`src/rtl/memory_access_if.sv`:
```
// Data-memory bus between the M-stage (master) and data memory (slave).
// valid/grant request phase followed by an rvalid read-data phase.
interface memory_access_if;
    logic        dmem_o_req;
    logic        dmem_o_we;
    logic [31:0] dmem_o_addr;
    logic [31:0] dmem_o_wdata;
    logic [3:0]  dmem_o_wstrb;
    logic        dmem_i_gnt;
    logic        dmem_i_rvalid;
    logic [31:0] dmem_i_rdata;

    modport master (
        output dmem_o_req, dmem_o_we, dmem_o_addr, dmem_o_wdata, dmem_o_wstrb,
        input  dmem_i_gnt, dmem_i_rvalid, dmem_i_rdata
    );

    modport slave (
        input  dmem_o_req, dmem_o_we, dmem_o_addr, dmem_o_wdata, dmem_o_wstrb,
        output dmem_i_gnt, dmem_i_rvalid, dmem_i_rdata
    );
endinterface

```
`src/rtl/memory_access.sv`:
```
// Pipeline M-stage: runs load/store transactions on the data-memory bus,
// aligns/extends load data and stalls upstream while a transaction is open.
module memory_access #(
    parameter int unsigned TIMEOUT = 0
) (
    input  logic        clk,
    input  logic        rst,
    input  logic        regM_i_valid,
    input  logic [31:0] regM_i_valE,
    input  logic [31:0] regM_i_valB,
    input  logic        regM_i_mem_rd,
    input  logic        regM_i_mem_wr,
    input  logic [1:0]  regM_i_mem_size,
    input  logic        regM_i_mem_unsigned,
    output logic [31:0] memory_o_valM,
    output logic        memory_o_valid,
    output logic        memory_o_stall,
    output logic        memory_o_misalign,
    output logic        memory_o_fault,
    memory_access_if.master dmem
);

    typedef enum logic [1:0] {IDLE, REQ, WAIT, DONE} state_t;

    state_t      state_q, state_d;
    logic        req_q, req_d;
    logic        we_q, we_d;
    logic [31:0] addr_q, addr_d;
    logic [31:0] wdata_q, wdata_d;
    logic [3:0]  wstrb_q, wstrb_d;
    logic [31:0] valm_q, valm_d;
    logic [31:0] cnt_q, cnt_d;
    logic        fault_q, fault_d;
    logic [1:0]  off_q, off_d;
    logic [1:0]  size_q, size_d;
    logic        uns_q, uns_d;

    logic        is_byte, is_half, is_word, misal, rw, memop, tmo_hit;
    logic [1:0]  off;
    logic [3:0]  strb_n;
    logic [31:0] wdata_n, shifted, ld_data;

    assign off     = regM_i_valE[1:0];
    assign is_byte = (regM_i_mem_size == 2'b00);
    assign is_half = (regM_i_mem_size == 2'b01);
    assign is_word = regM_i_mem_size[1];
    assign misal   = (is_half && off[0]) || (is_word && (off != 2'b00));
    assign rw      = regM_i_mem_rd || regM_i_mem_wr;
    assign memop   = regM_i_valid && rw && !misal;
    assign tmo_hit = (TIMEOUT != 0) && ((cnt_q + 32'd1) == 32'(TIMEOUT));

    // Store lane placement
    always_comb begin
        strb_n  = 4'b1111;
        wdata_n = regM_i_valB;
        if (is_byte) begin
            strb_n  = 4'b0001 << off;
            wdata_n = {4{regM_i_valB[7:0]}};
        end else if (is_half) begin
            strb_n  = 4'b0011 << off;
            wdata_n = {2{regM_i_valB[15:0]}};
        end
    end

    // Load extraction uses the offset/size captured at issue
    assign shifted = dmem.dmem_i_rdata >> {off_q, 3'b000};
    always_comb begin
        ld_data = dmem.dmem_i_rdata;
        if (size_q == 2'b00)
            ld_data = {{24{!uns_q && shifted[7]}}, shifted[7:0]};
        else if (size_q == 2'b01)
            ld_data = {{16{!uns_q && shifted[15]}}, shifted[15:0]};
    end

    always_comb begin
        state_d = state_q;
        req_d   = req_q;
        we_d    = we_q;
        addr_d  = addr_q;
        wdata_d = wdata_q;
        wstrb_d = wstrb_q;
        valm_d  = valm_q;
        cnt_d   = cnt_q;
        fault_d = 1'b0;
        off_d   = off_q;
        size_d  = size_q;
        uns_d   = uns_q;
        case (state_q)
            IDLE: begin
                if (memop) begin
                    state_d = REQ;
                    req_d   = 1'b1;
                    we_d    = regM_i_mem_wr;
                    addr_d  = {regM_i_valE[31:2], 2'b00};
                    wdata_d = wdata_n;
                    wstrb_d = regM_i_mem_wr ? strb_n : 4'b0000;
                    valm_d  = 32'd0;
                    cnt_d   = 32'd0;
                    off_d   = off;
                    size_d  = regM_i_mem_size;
                    uns_d   = regM_i_mem_unsigned;
                end
            end
            REQ: begin
                cnt_d = cnt_q + 32'd1;
                if (dmem.dmem_i_gnt) begin
                    req_d = 1'b0;
                    if (we_q) begin
                        valm_d  = regM_i_valE;
                        state_d = DONE;
                    end else if (dmem.dmem_i_rvalid) begin
                        valm_d  = ld_data;
                        state_d = DONE;
                    end else begin
                        state_d = WAIT;
                    end
                end else if (tmo_hit) begin
                    req_d   = 1'b0;
                    valm_d  = 32'd0;
                    fault_d = 1'b1;
                    state_d = DONE;
                end
            end
            WAIT: begin
                cnt_d = cnt_q + 32'd1;
                if (dmem.dmem_i_rvalid) begin
                    valm_d  = ld_data;
                    state_d = DONE;
                end else if (tmo_hit) begin
                    valm_d  = 32'd0;
                    fault_d = 1'b1;
                    state_d = DONE;
                end
            end
            default: state_d = IDLE;
        endcase
    end

    always_ff @(posedge clk or posedge rst) begin
        if (rst) begin
            state_q <= IDLE;
            req_q   <= 1'b0;
            we_q    <= 1'b0;
            addr_q  <= 32'd0;
            wdata_q <= 32'd0;
            wstrb_q <= 4'd0;
            valm_q  <= 32'd0;
            cnt_q   <= 32'd0;
            fault_q <= 1'b0;
            off_q   <= 2'd0;
            size_q  <= 2'd0;
            uns_q   <= 1'b0;
        end else begin
            state_q <= state_d;
            req_q   <= req_d;
            we_q    <= we_d;
            addr_q  <= addr_d;
            wdata_q <= wdata_d;
            wstrb_q <= wstrb_d;
            valm_q  <= valm_d;
            cnt_q   <= cnt_d;
            fault_q <= fault_d;
            off_q   <= off_d;
            size_q  <= size_d;
            uns_q   <= uns_d;
        end
    end

    assign dmem.dmem_o_req   = req_q;
    assign dmem.dmem_o_we    = we_q;
    assign dmem.dmem_o_addr  = addr_q;
    assign dmem.dmem_o_wdata = wdata_q;
    assign dmem.dmem_o_wstrb = wstrb_q;

    // Non-memory and misaligned instructions complete in IDLE with zero latency
    assign memory_o_stall    = memop && (state_q != DONE);
    assign memory_o_misalign = (state_q == IDLE) && regM_i_valid && rw && misal;
    assign memory_o_valid    = (state_q == DONE) ||
                               ((state_q == IDLE) && regM_i_valid && !memop);
    assign memory_o_valM     = (state_q == DONE) ? valm_q : regM_i_valE;
    assign memory_o_fault    = fault_q;

endmodule

```
`src/flat_wrapper.sv`:
```
// flat-port wrapper written by rule: the top's interface ports become plain ports
module memory_access_flat 
#(
    parameter int unsigned TIMEOUT = 0
)
  (clk, rst, regM_i_valid, regM_i_valE, regM_i_valB, regM_i_mem_rd, regM_i_mem_wr, regM_i_mem_size, regM_i_mem_unsigned, memory_o_valM, memory_o_valid, memory_o_stall, memory_o_misalign, memory_o_fault, dmem_dmem_o_req, dmem_dmem_o_we, dmem_dmem_o_addr, dmem_dmem_o_wdata, dmem_dmem_o_wstrb, dmem_dmem_i_gnt, dmem_dmem_i_rvalid, dmem_dmem_i_rdata);
  memory_access_if dmem_i ();
  input  logic clk;
  input  logic rst;
  input  logic regM_i_valid;
  input  logic [31:0] regM_i_valE;
  input  logic [31:0] regM_i_valB;
  input  logic regM_i_mem_rd;
  input  logic regM_i_mem_wr;
  input  logic [1:0] regM_i_mem_size;
  input  logic regM_i_mem_unsigned;
  output logic [31:0] memory_o_valM;
  output logic memory_o_valid;
  output logic memory_o_stall;
  output logic memory_o_misalign;
  output logic memory_o_fault;
  output wire logic [$bits(dmem_i.dmem_o_req)-1:0] dmem_dmem_o_req;
  output wire logic [$bits(dmem_i.dmem_o_we)-1:0] dmem_dmem_o_we;
  output wire logic [$bits(dmem_i.dmem_o_addr)-1:0] dmem_dmem_o_addr;
  output wire logic [$bits(dmem_i.dmem_o_wdata)-1:0] dmem_dmem_o_wdata;
  output wire logic [$bits(dmem_i.dmem_o_wstrb)-1:0] dmem_dmem_o_wstrb;
  input wire logic [$bits(dmem_i.dmem_i_gnt)-1:0] dmem_dmem_i_gnt;
  input wire logic [$bits(dmem_i.dmem_i_rvalid)-1:0] dmem_dmem_i_rvalid;
  input wire logic [$bits(dmem_i.dmem_i_rdata)-1:0] dmem_dmem_i_rdata;
  assign dmem_dmem_o_req = dmem_i.dmem_o_req;
  assign dmem_dmem_o_we = dmem_i.dmem_o_we;
  assign dmem_dmem_o_addr = dmem_i.dmem_o_addr;
  assign dmem_dmem_o_wdata = dmem_i.dmem_o_wdata;
  assign dmem_dmem_o_wstrb = dmem_i.dmem_o_wstrb;
  assign dmem_i.dmem_i_gnt = dmem_dmem_i_gnt;
  assign dmem_i.dmem_i_rvalid = dmem_dmem_i_rvalid;
  assign dmem_i.dmem_i_rdata = dmem_dmem_i_rdata;
  memory_access #(.TIMEOUT(TIMEOUT)) u_core (.clk(clk), .rst(rst), .regM_i_valid(regM_i_valid), .regM_i_valE(regM_i_valE), .regM_i_valB(regM_i_valB), .regM_i_mem_rd(regM_i_mem_rd), .regM_i_mem_wr(regM_i_mem_wr), .regM_i_mem_size(regM_i_mem_size), .regM_i_mem_unsigned(regM_i_mem_unsigned), .memory_o_valM(memory_o_valM), .memory_o_valid(memory_o_valid), .memory_o_stall(memory_o_stall), .memory_o_misalign(memory_o_misalign), .memory_o_fault(memory_o_fault), .dmem(dmem_i));
endmodule
```
`config.mk`:
```
export PLATFORM = sky130hd
export DESIGN_NAME = memory_access_flat
export DESIGN_NICKNAME = d
export VERILOG_FILES = /design/src/rtl/memory_access_if.sv /design/src/rtl/memory_access.sv /design/src/flat_wrapper.sv
export SDC_FILE = /design/constraint.sdc
export NUM_CORES = 1
export LEC_CHECK = 0
export ABC_AREA = 1
export BUFFER_PORTS_ARGS = -buffer_cell sky130_fd_sc_hd__buf_2
export CAP_MARGIN = 20
export CORE_UTILIZATION = 50
export DETAILED_ROUTE_END_ITERATION = 12
export PLACE_DENSITY_LB_ADDON = 0.25
export SETUP_SLACK_MARGIN = 0.1
export SYNTH_ARGS = -nofsm -noshare
export SYNTH_HDL_FRONTEND = slang
export SYNTH_SLANG_ARGS = --single-unit
```
`constraint.sdc`:
```
create_clock -name clk -period 4.4 [get_ports clk]
set_clock_uncertainty 0.2 [all_clocks]
set_input_delay 0.22 -clock clk [delete_from_list [all_inputs] [get_ports clk]]
set_output_delay 0.22 -clock clk [all_outputs]
set_load 0.03 [all_outputs]
```
==> results.py, run 1 <==
metrics = {
    "timing": {
        "rsz0062_at_grt": "false",
        "setup_ws_ns": 1.154,
        "finalHoldViolCount": 0,
        "hold_ws_ns": 0.01445,
        "tightest_slew_ns": 0.9138,
        "period_share_pct": 73.78,
        "setup_tns_ns": 0,
        "slew_headroom_pct": 39.08,
        "max_freq_ghz": 0.3080,
        "setup_viol": 0,
        "period_needed_ns": 3.246,
        "slew_violations": 0,
    },
    "cts": {
        "cts_sinks": 107,
        "numCtsBuffers": 9,
        "clk_latency_ns": 0.36,
        "postCtsHoldBufs": 75,
        "cts_tree": "done",
        "clk_pin_slew_ns": 0.08,
        "ctsRootBufferMaster": "clkbuf_16",
        "cts_setup_buffers": 0,
        "cts_resized": 0,
        "cts_max_level": 3,
        "clock_path_buffers": 2,
    },
    "yosys": {
        "synthAdderAreaFrac_pct": 1.504,
        "ys_seq_area_share_pct": 40.23,
        "syn-cell-area_sq_mm": 0.006655,
        "yosysWarnings": 0,
        "yosysTopAreaCell": "dfrtp_1",
        "synth_cells": 954,
        "synthMuxAreaShare_pct": 0,
        "synth_simple_gate_area_share_pct": 28.16,
        "synthXorXnorAreaFrac_pct": 0,
        "synth_compound_area_share_pct": 20.36,
        "ys_ff_latch": 107,
        "synth.area.top_cells": "dfrtp_1 (40%), nand2_1 (19%), o21ai_0 (8.5%)",
        "avgSynthCellArea_sq_um": 6.976,
        "synth_top_area_share_pct": 40.23,
        "ys_types": 32,
        "synth_top_family_by_area": "simple AND/OR/NAND/NOR gates",
    },
    "pwr": {
        "p_clk_share_pct": 14.3,
        "pwr-share-seq_pct": 27.7,
        "peakVddDrop_uv": 705.9,
        "switching_share_pct": 51.11,
        "p_sw_uw": 3183,
        "combPwrFrac_pct": 58.1,
        "power_density_mw_per_mm2": 711.3,
        "p_int_uw": 3045,
        "p_leak_uw": 0.004625,
    },
    "critical_path": {
        "crit_start": "u_core.state_q[0]",
        "start_kind": "register",
        "cp.arrival_ns": 3.35,
        "worst-path-max-fanout": 67,
        "timing.rr.start": "u_core.state_q[0]",
        "required_ns": 4.50,
        "cp-end-kind": "register",
        "critical_path_class": "reg -> reg",
    },
    "cells_and_area": {
        "areaGrowthSynthToFinish_pct": 31.57,
        "layout_common_cells": "nand2_1 (338), buf_2 (208), o21ai_0 (113)",
        "fillers": 1071,
        "drive_gt1_share_pct": 21.60,
        "final_common_cell": "nand2_1",
        "finalInstanceArea_sq_mm": 0.008756,
        "nets": 1309,
        "diodes": 0,
        "fin_cells": 1371,
    },
    "global_routing": {
        "grt_first_pass_wirelength_um": 34640,
        "grt_antenna_before_repair": 0,
        "grt_pass1_vias": 7046,
        "grt.total_usage_pct": 31.36,
        "overflow": 0,
        "grt_max_degree": 68,
    },
    "floorplanning": {
        "core_area_sq_mm": 0.01277,
        "fp-row-count": 41,
        "num_io_pins": 212,
        "die_x_um": 117.4,
        "die_h_um": 117.4,
        "start_util_pct": 52.10,
        "dieArea_sq_mm": 0.01378,
    },
    "job": {
        "drv_cap": 0,
    },
    "place": {
        "pre_cts_slack_ns": 1.624,
        "place_congestion": 0.8938,
        "place_area_sq_mm": 0.007669,
        "hpwl_um": 13730,
        "portBuffers": 208,
        "placed_cells": 1280,
    },
    "status": {
        "outcome": "finished, final reports clean",
    },
    "drt": {
        "via_per_inst": 5.346,
        "drtIter0Drc": 581,
        "dr.pass1.iters": 5,
        "vias": 7329,
        "postRouteAntennaNets": 0,
        "wl_um": 21230,
        "drcViolationCount": 0,
        "wl_per_cell_um": 15.48,
    },
    "worst_hold_path": {
        "min_from": "regM_i_valE[7]",
        "min-delay-path-class": "in -> reg",
    },
}
worst paths after layout:
| path | endpoint | cells after the start | slack [ns] |
|---|---|---|---|
| setup / recovery | u_core.dmem.dmem_o_wdata[16] | 10 | 1.15 |
| hold / removal | u_core.dmem.dmem_o_addr[7] | 3 | 0.01 |
| setup reg to reg | u_core.dmem.dmem_o_wdata[16] | 10 | 1.15 |
| hold reg to reg | u_core.dmem.dmem_o_wdata[6] | 2 | 0.28 |
| max in group asynchronous | u_core.dmem.dmem_o_addr[19] | 4 | 2.81 |
| min in group asynchronous | u_core.dmem.dmem_o_addr[30] | 3 | 0.22 |
cell type report:
type                            count  area (sq um)  area share (%)
Multi-Input combinational cell    700          3357           38.34
Sequential cell                   107          2678           30.58
Timing Repair Buffer              291          1864           21.29
Inverter                           86         325.3           3.715
Clock buffer                        9         225.2           2.572
Tap cell                          172         215.2           2.458
Clock inverter                      6         91.34           1.043
Yosys cell counts:
library cell and count:
nand2_4 1, buf_2 26, o22ai_1 4, or2_4 1, o311ai_0 6, ha_1 8, o211ai_1 7, a31oi_1 8
nor2_4 1, nand4_1 1, nor2_1 72, a41oi_1 8, buf_4 6, clkbuf_1 27, buf_6 4, inv_1 80
clkinv_1 1, inv_2 5, nand3_1 33, nand2_1 338, o311ai_1 2, nor2_2 2, conb_1 1, a31o_2 1
or2_2 8, a32o_1 16, o21ai_0 113, a21oi_1 45, o21bai_1 17, dfrtp_1 107, nand3_2 3, nor2_8 2
critical path, stage by stage (launching register included):
cell           delay, ns
dfrtp_1             0.40
inv_1               0.10
ha_1                0.23
nand2_1             0.08
nor2_1              0.22
nand3_4             0.37
buf_4               0.46
nor2_4              0.27
nand2_1             0.09
o311ai_1            0.12
dlygate4sd3_1       0.63
registers in the layout (all words and copies together) (netlist names):
name and cells:
u_core.off_q 2, u_core.dmem.dmem_o_we 1, u_core.dmem.dmem_o_wstrb 4, u_core.dmem.dmem_o_wdata 32
u_core.dmem.dmem_o_req 1, u_core.state_q 2, u_core.size_q 2, u_core.dmem.dmem_o_addr 30
u_core.uns_q 1, u_core.valm_q 32
cell families (layout without fill, tap and decap cells):
| kind of cell | after synthesis | after routing |
|---|---|---|
| AOI/OAI and AO/OA | 227 | 227 |
| adders and majority gates | 8 | 8 |
| buffers and inverters | 149 | 392 |
| DFF | 107 | 107 |
| other | 1 | 3 |
| and+or+nand+nor | 462 | 462 |
power by group through the flow:
stage / sequential (uW) / clock [uW] / combinational [uW]
2_1_floorplan: 2270 / 0 / 2050
3_5_place_dp: 1730 / 0 / 3420
5_1_grt: 1770 / 934 / 3980
3_3_place_gp: 1720 / 0 / 3370
4_1_cts: 1720 / 892 / 3570
6_report: 1720 / 889 / 3620
metal layers:
layer	wire length (um)	track usage, %
met1	9129	41.35
met2	9808	50.18
met4	701	15.18
met5	0	0
met3	1586	4.961
per-stage QoR:
stage               util (%)  total power (uW)
finish                 68.55              6228
detailed placement     60.04              5149
global placement       60.04              5091
CTS                    68.39              6177
floorplan                  -              4319
global route           68.55              6688
Power figures use the tool's default switching activity.
==> inputs of run 2 (changes only) <==
--- a/config.mk
+++ b/config.mk
@@ -5,10 +5,10 @@
 export SDC_FILE = /design/constraint.sdc
 export NUM_CORES = 1
 export LEC_CHECK = 0
-export ABC_AREA = 1
+export ABC_AREA = 0
 export BUFFER_PORTS_ARGS = -buffer_cell sky130_fd_sc_hd__buf_2
 export CAP_MARGIN = 20
-export CORE_UTILIZATION = 50
+export CORE_UTILIZATION = 46
 export DETAILED_ROUTE_END_ITERATION = 12
 export PLACE_DENSITY_LB_ADDON = 0.25
 export SETUP_SLACK_MARGIN = 0.1
==> constraint.sdc (replaced) <==
create_clock -name clk -period 2.95 [get_ports clk]
set_clock_uncertainty 0.2 [all_clocks]
set_input_delay 0.1475 -clock clk [delete_from_list [all_inputs] [get_ports clk]]
set_output_delay 0.1475 -clock clk [all_outputs]
set_load 0.03 [all_outputs]
==> run 2 against run 1 <==
Non-clock buffer count rose by 5; worst setup slack got worse by 0.88 ns; sequential share of layout area increased by 0.81 points; final area fell by 2.6%; hold slack better by 0.0035 ns; power up 45%; critical path type is now in -> reg; largest cell class unchanged; largest power group unchanged.
==> results.py, run 2 <==
metrics = {
    "floorplanning": {
        "die_h_um": 119.8,
        "dieArea_sq_mm": 0.01434,
        "num_io_pins": 212,
        "start_util_pct": 47.60,
        "die_x_um": 119.8,
        "core_area_sq_mm": 0.01340,
        "fp-row-count": 42,
    },
    "timing": {
        "setup_viol": 0,
        "finalHoldViolCount": 0,
        "setup_tns_ns": 0,
        "period_share_pct": 90.61,
        "slew_headroom_pct": 28.16,
        "hold_ws_ns": 0.01792,
        "tightest_slew_ns": 1.077,
        "max_freq_ghz": 0.3741,
        "period_needed_ns": 2.673,
        "slew_violations": 0,
        "setup_ws_ns": 0.2769,
        "rsz0062_at_grt": "false",
    },
    "yosys": {
        "avgSynthCellArea_sq_um": 8.921,
        "synth_edf_count": 0,
        "synth_top_area_share_pct": 41.98,
        "synth_common_cells": "nand2_1 (164), dfrtp_1 (107), nor2_1 (46), clkbuf_1 (42), o21ai_0 (42)",
        "synth.area.top_cells": "dfrtp_1 (42%), nand2_1 (9.7%), mux2_2 (7.1%)",
        "synthArstFlopShare_pct": 100.0,
        "yosysWarnings": 0,
        "synth_cells": 715,
        "ys_seq_area_share_pct": 41.98,
        "syn-cell-area_sq_mm": 0.006379,
        "ys_ff_latch": 107,
        "ys_types": 45,
        "yosysTopAreaCell": "dfrtp_1",
        "synth_most_common_cell": "nand2_1",
        "synth_top_flop_cell": "dfrtp_1",
    },
    "pwr": {
        "pwr-share-seq_pct": 28.5,
        "power_density_mw_per_mm2": 1059,
        "p_sw_uw": 4376,
        "p_clk_share_pct": 13.8,
        "p_int_uw": 4656,
        "switching_share_pct": 48.45,
        "combPwrFrac_pct": 57.6,
        "peakVddDrop_uv": 600.7,
        "p_total_uw": 9032,
        "p_leak_uw": 0.004287,
    },
    "global_routing": {
        "grt_first_pass_wirelength_um": 32560,
        "overflow": 0,
        "grt_antenna_before_repair": 1,
        "grt_pass1_vias": 6141,
        "grt_max_degree": 108,
        "grt.total_usage_pct": 29.24,
    },
    "cells_and_area": {
        "layout_common_cells": "buf_2 (208), nand2_1 (164), dfrtp_1 (107)",
        "final_common_cell": "buf_2",
        "drive_gt1_share_pct": 29.99,
        "areaGrowthSynthToFinish_pct": 33.74,
        "finalInstanceArea_sq_mm": 0.008531,
        "nets": 1076,
    },
    "cts": {
        "clock_path_buffers": 2,
        "clk_pin_slew_ns": 0.07,
        "clk_latency_ns": 0.35,
        "numCtsBuffers": 9,
        "cts_max_level": 3,
        "ctsRootBufferMaster": "clkbuf_16",
        "cts_setup_buffers": 0,
        "cts_tree": "done",
        "cts_sinks": 107,
    },
    "drt": {
        "postRouteAntennaNets": 0,
        "via_per_inst": 5.634,
        "drcViolationCount": 0,
        "drtIter0Drc": 552,
        "vias": 6445,
        "wl_um": 20670,
        "wl_per_cell_um": 18.07,
        "dr.pass1.iters": 7,
    },
    "critical_path": {
        "start_kind": "primary input",
        "cp_top_family": "buffers and inverters",
        "critical_path_class": "in -> reg",
        "crit_buf_inv": 3,
        "cp.arrival_ns": 2.76,
        "path_cells": "dlygate4sd3_1 -> buf_2 -> nor2b_1 -> nor4_4 -> o21ai_2 -> buf_4 -> a32o_1",
        "slowest_stage": "o21ai_2",
        "slowest_delay_ns": 0.84,
        "worst-path-max-fanout": 21,
        "cp-end-kind": "register",
        "required_ns": 3.04,
    },
    "place": {
        "pre_cts_slack_ns": 0.3439,
        "hpwl_um": 13430,
        "place_congestion": 0.8939,
        "place_area_sq_mm": 0.007541,
        "portBuffers": 208,
    },
    "status": {
        "outcome": "finished, final reports clean",
    },
    "worst_hold_path": {
        "min-delay-path-class": "in -> reg",
    },
    "job": {
        "drv_cap": 0,
    },
}
-- run 2: cell types whose count changed after synthesis, sizes merged, moves of 18 or more --
cell	delta
nand2	-175
mux2	+40
inv	-77
nand3	-29
a21o	+24
mux2i	+26
nor2	-31
nand2b	+24
a32o	+18
o21ai	-58
-- run 2: cell families after synthesis --
| group | after synthesis | synth area share [%] |
|---|---|---|
| and+or+nand+nor | 271 | 18.58 |
| AOI/OAI and AO/OA | 191 | 21.42 |
| DFF | 107 | 41.98 |
| buffers and inverters | 70 | 4.904 |
| muxes | 67 | 11.49 |
| adders and majority gates | 8 | 1.569 |
| other | 1 | 0.05879 |
-- run 2: worst paths after layout --
path | from | end | slack, ns | cells after the start
max | regM_i_mem_size[1] | u_core.valm_q[1] | 0.28 | 7
min | dmem_dmem_i_rdata[20] | u_core.valm_q[12] | 0.02 | 4
max reg2reg | u_core.state_q[0] | u_core.valm_q[1] | 0.39 | 7
min reg2reg | u_core.dmem.dmem_o_addr[16] | u_core.dmem.dmem_o_addr[16] | 0.27 | 2
max in group asynchronous | rst | u_core.valm_q[9] | 1.81 | 4
min in group asynchronous | rst | u_core.dmem.dmem_o_addr[26] | 0.30 | 4
-- run 2: what timing repair did --
action,in CTS,in global routing
resized for setup,0,0
hold buffers,69,0
endpoints found under the setup margin,0,0
hold endpoints to repair,179,0
-- run 2: worst register-to-register path: cells and delay by family (launching register included) --
| family | cells | cell delay, ns |
|---|---|---|
| AOI/OAI and AO/OA | 2 | 0.99 |
| adders and majority gates | 1 | 0.26 |
| buffers and inverters | 2 | 0.43 |
| DFF | 1 | 0.40 |
| and+or+nand+nor | 2 | 0.23 |
-- run 2: final cells by class --
type,count,area [sq um]
Inverter,8,33.78
Timing Repair Buffer,296,1887
Fill cell,1145,4870
Sequential cell,107,2678
Clock buffer,12,246.5
Multi-Input combinational cell,540,3413
Antenna cell,1,2.502
Clock inverter,4,50.05
Tap cell,176,220.2
-- run 2: layer usage --
| metal | GRT usage, % | wire length, um |
|---|---|---|
| met1 | 40.04 | 8939 |
| met2 | 44.40 | 9523 |
| met3 | 5.894 | 1484 |
| met4 | 13.59 | 720 |
| met5 | 0 | 0 |
-- run 2: stage by stage --
stage          util, %  instances
6_report         63.66       1144
3_3_place_gp     56.27       1058
2_1_floorplan        -        717
3_5_place_dp     56.27       1058
5_1_grt          63.66       1144
4_1_cts          63.64       1143
-- run 2: power by group through the flow --
stage | sequential, uW | combinational, uW | clock [uW]
CTS | 2560 | 5180 | 1260
floorplan | 3350 | 2940 | 0
global placement | 2580 | 5040 | 0
global route | 2670 | 5600 | 1320
detailed placement | 2580 | 5110 | 0
finish | 2580 | 5210 | 1250
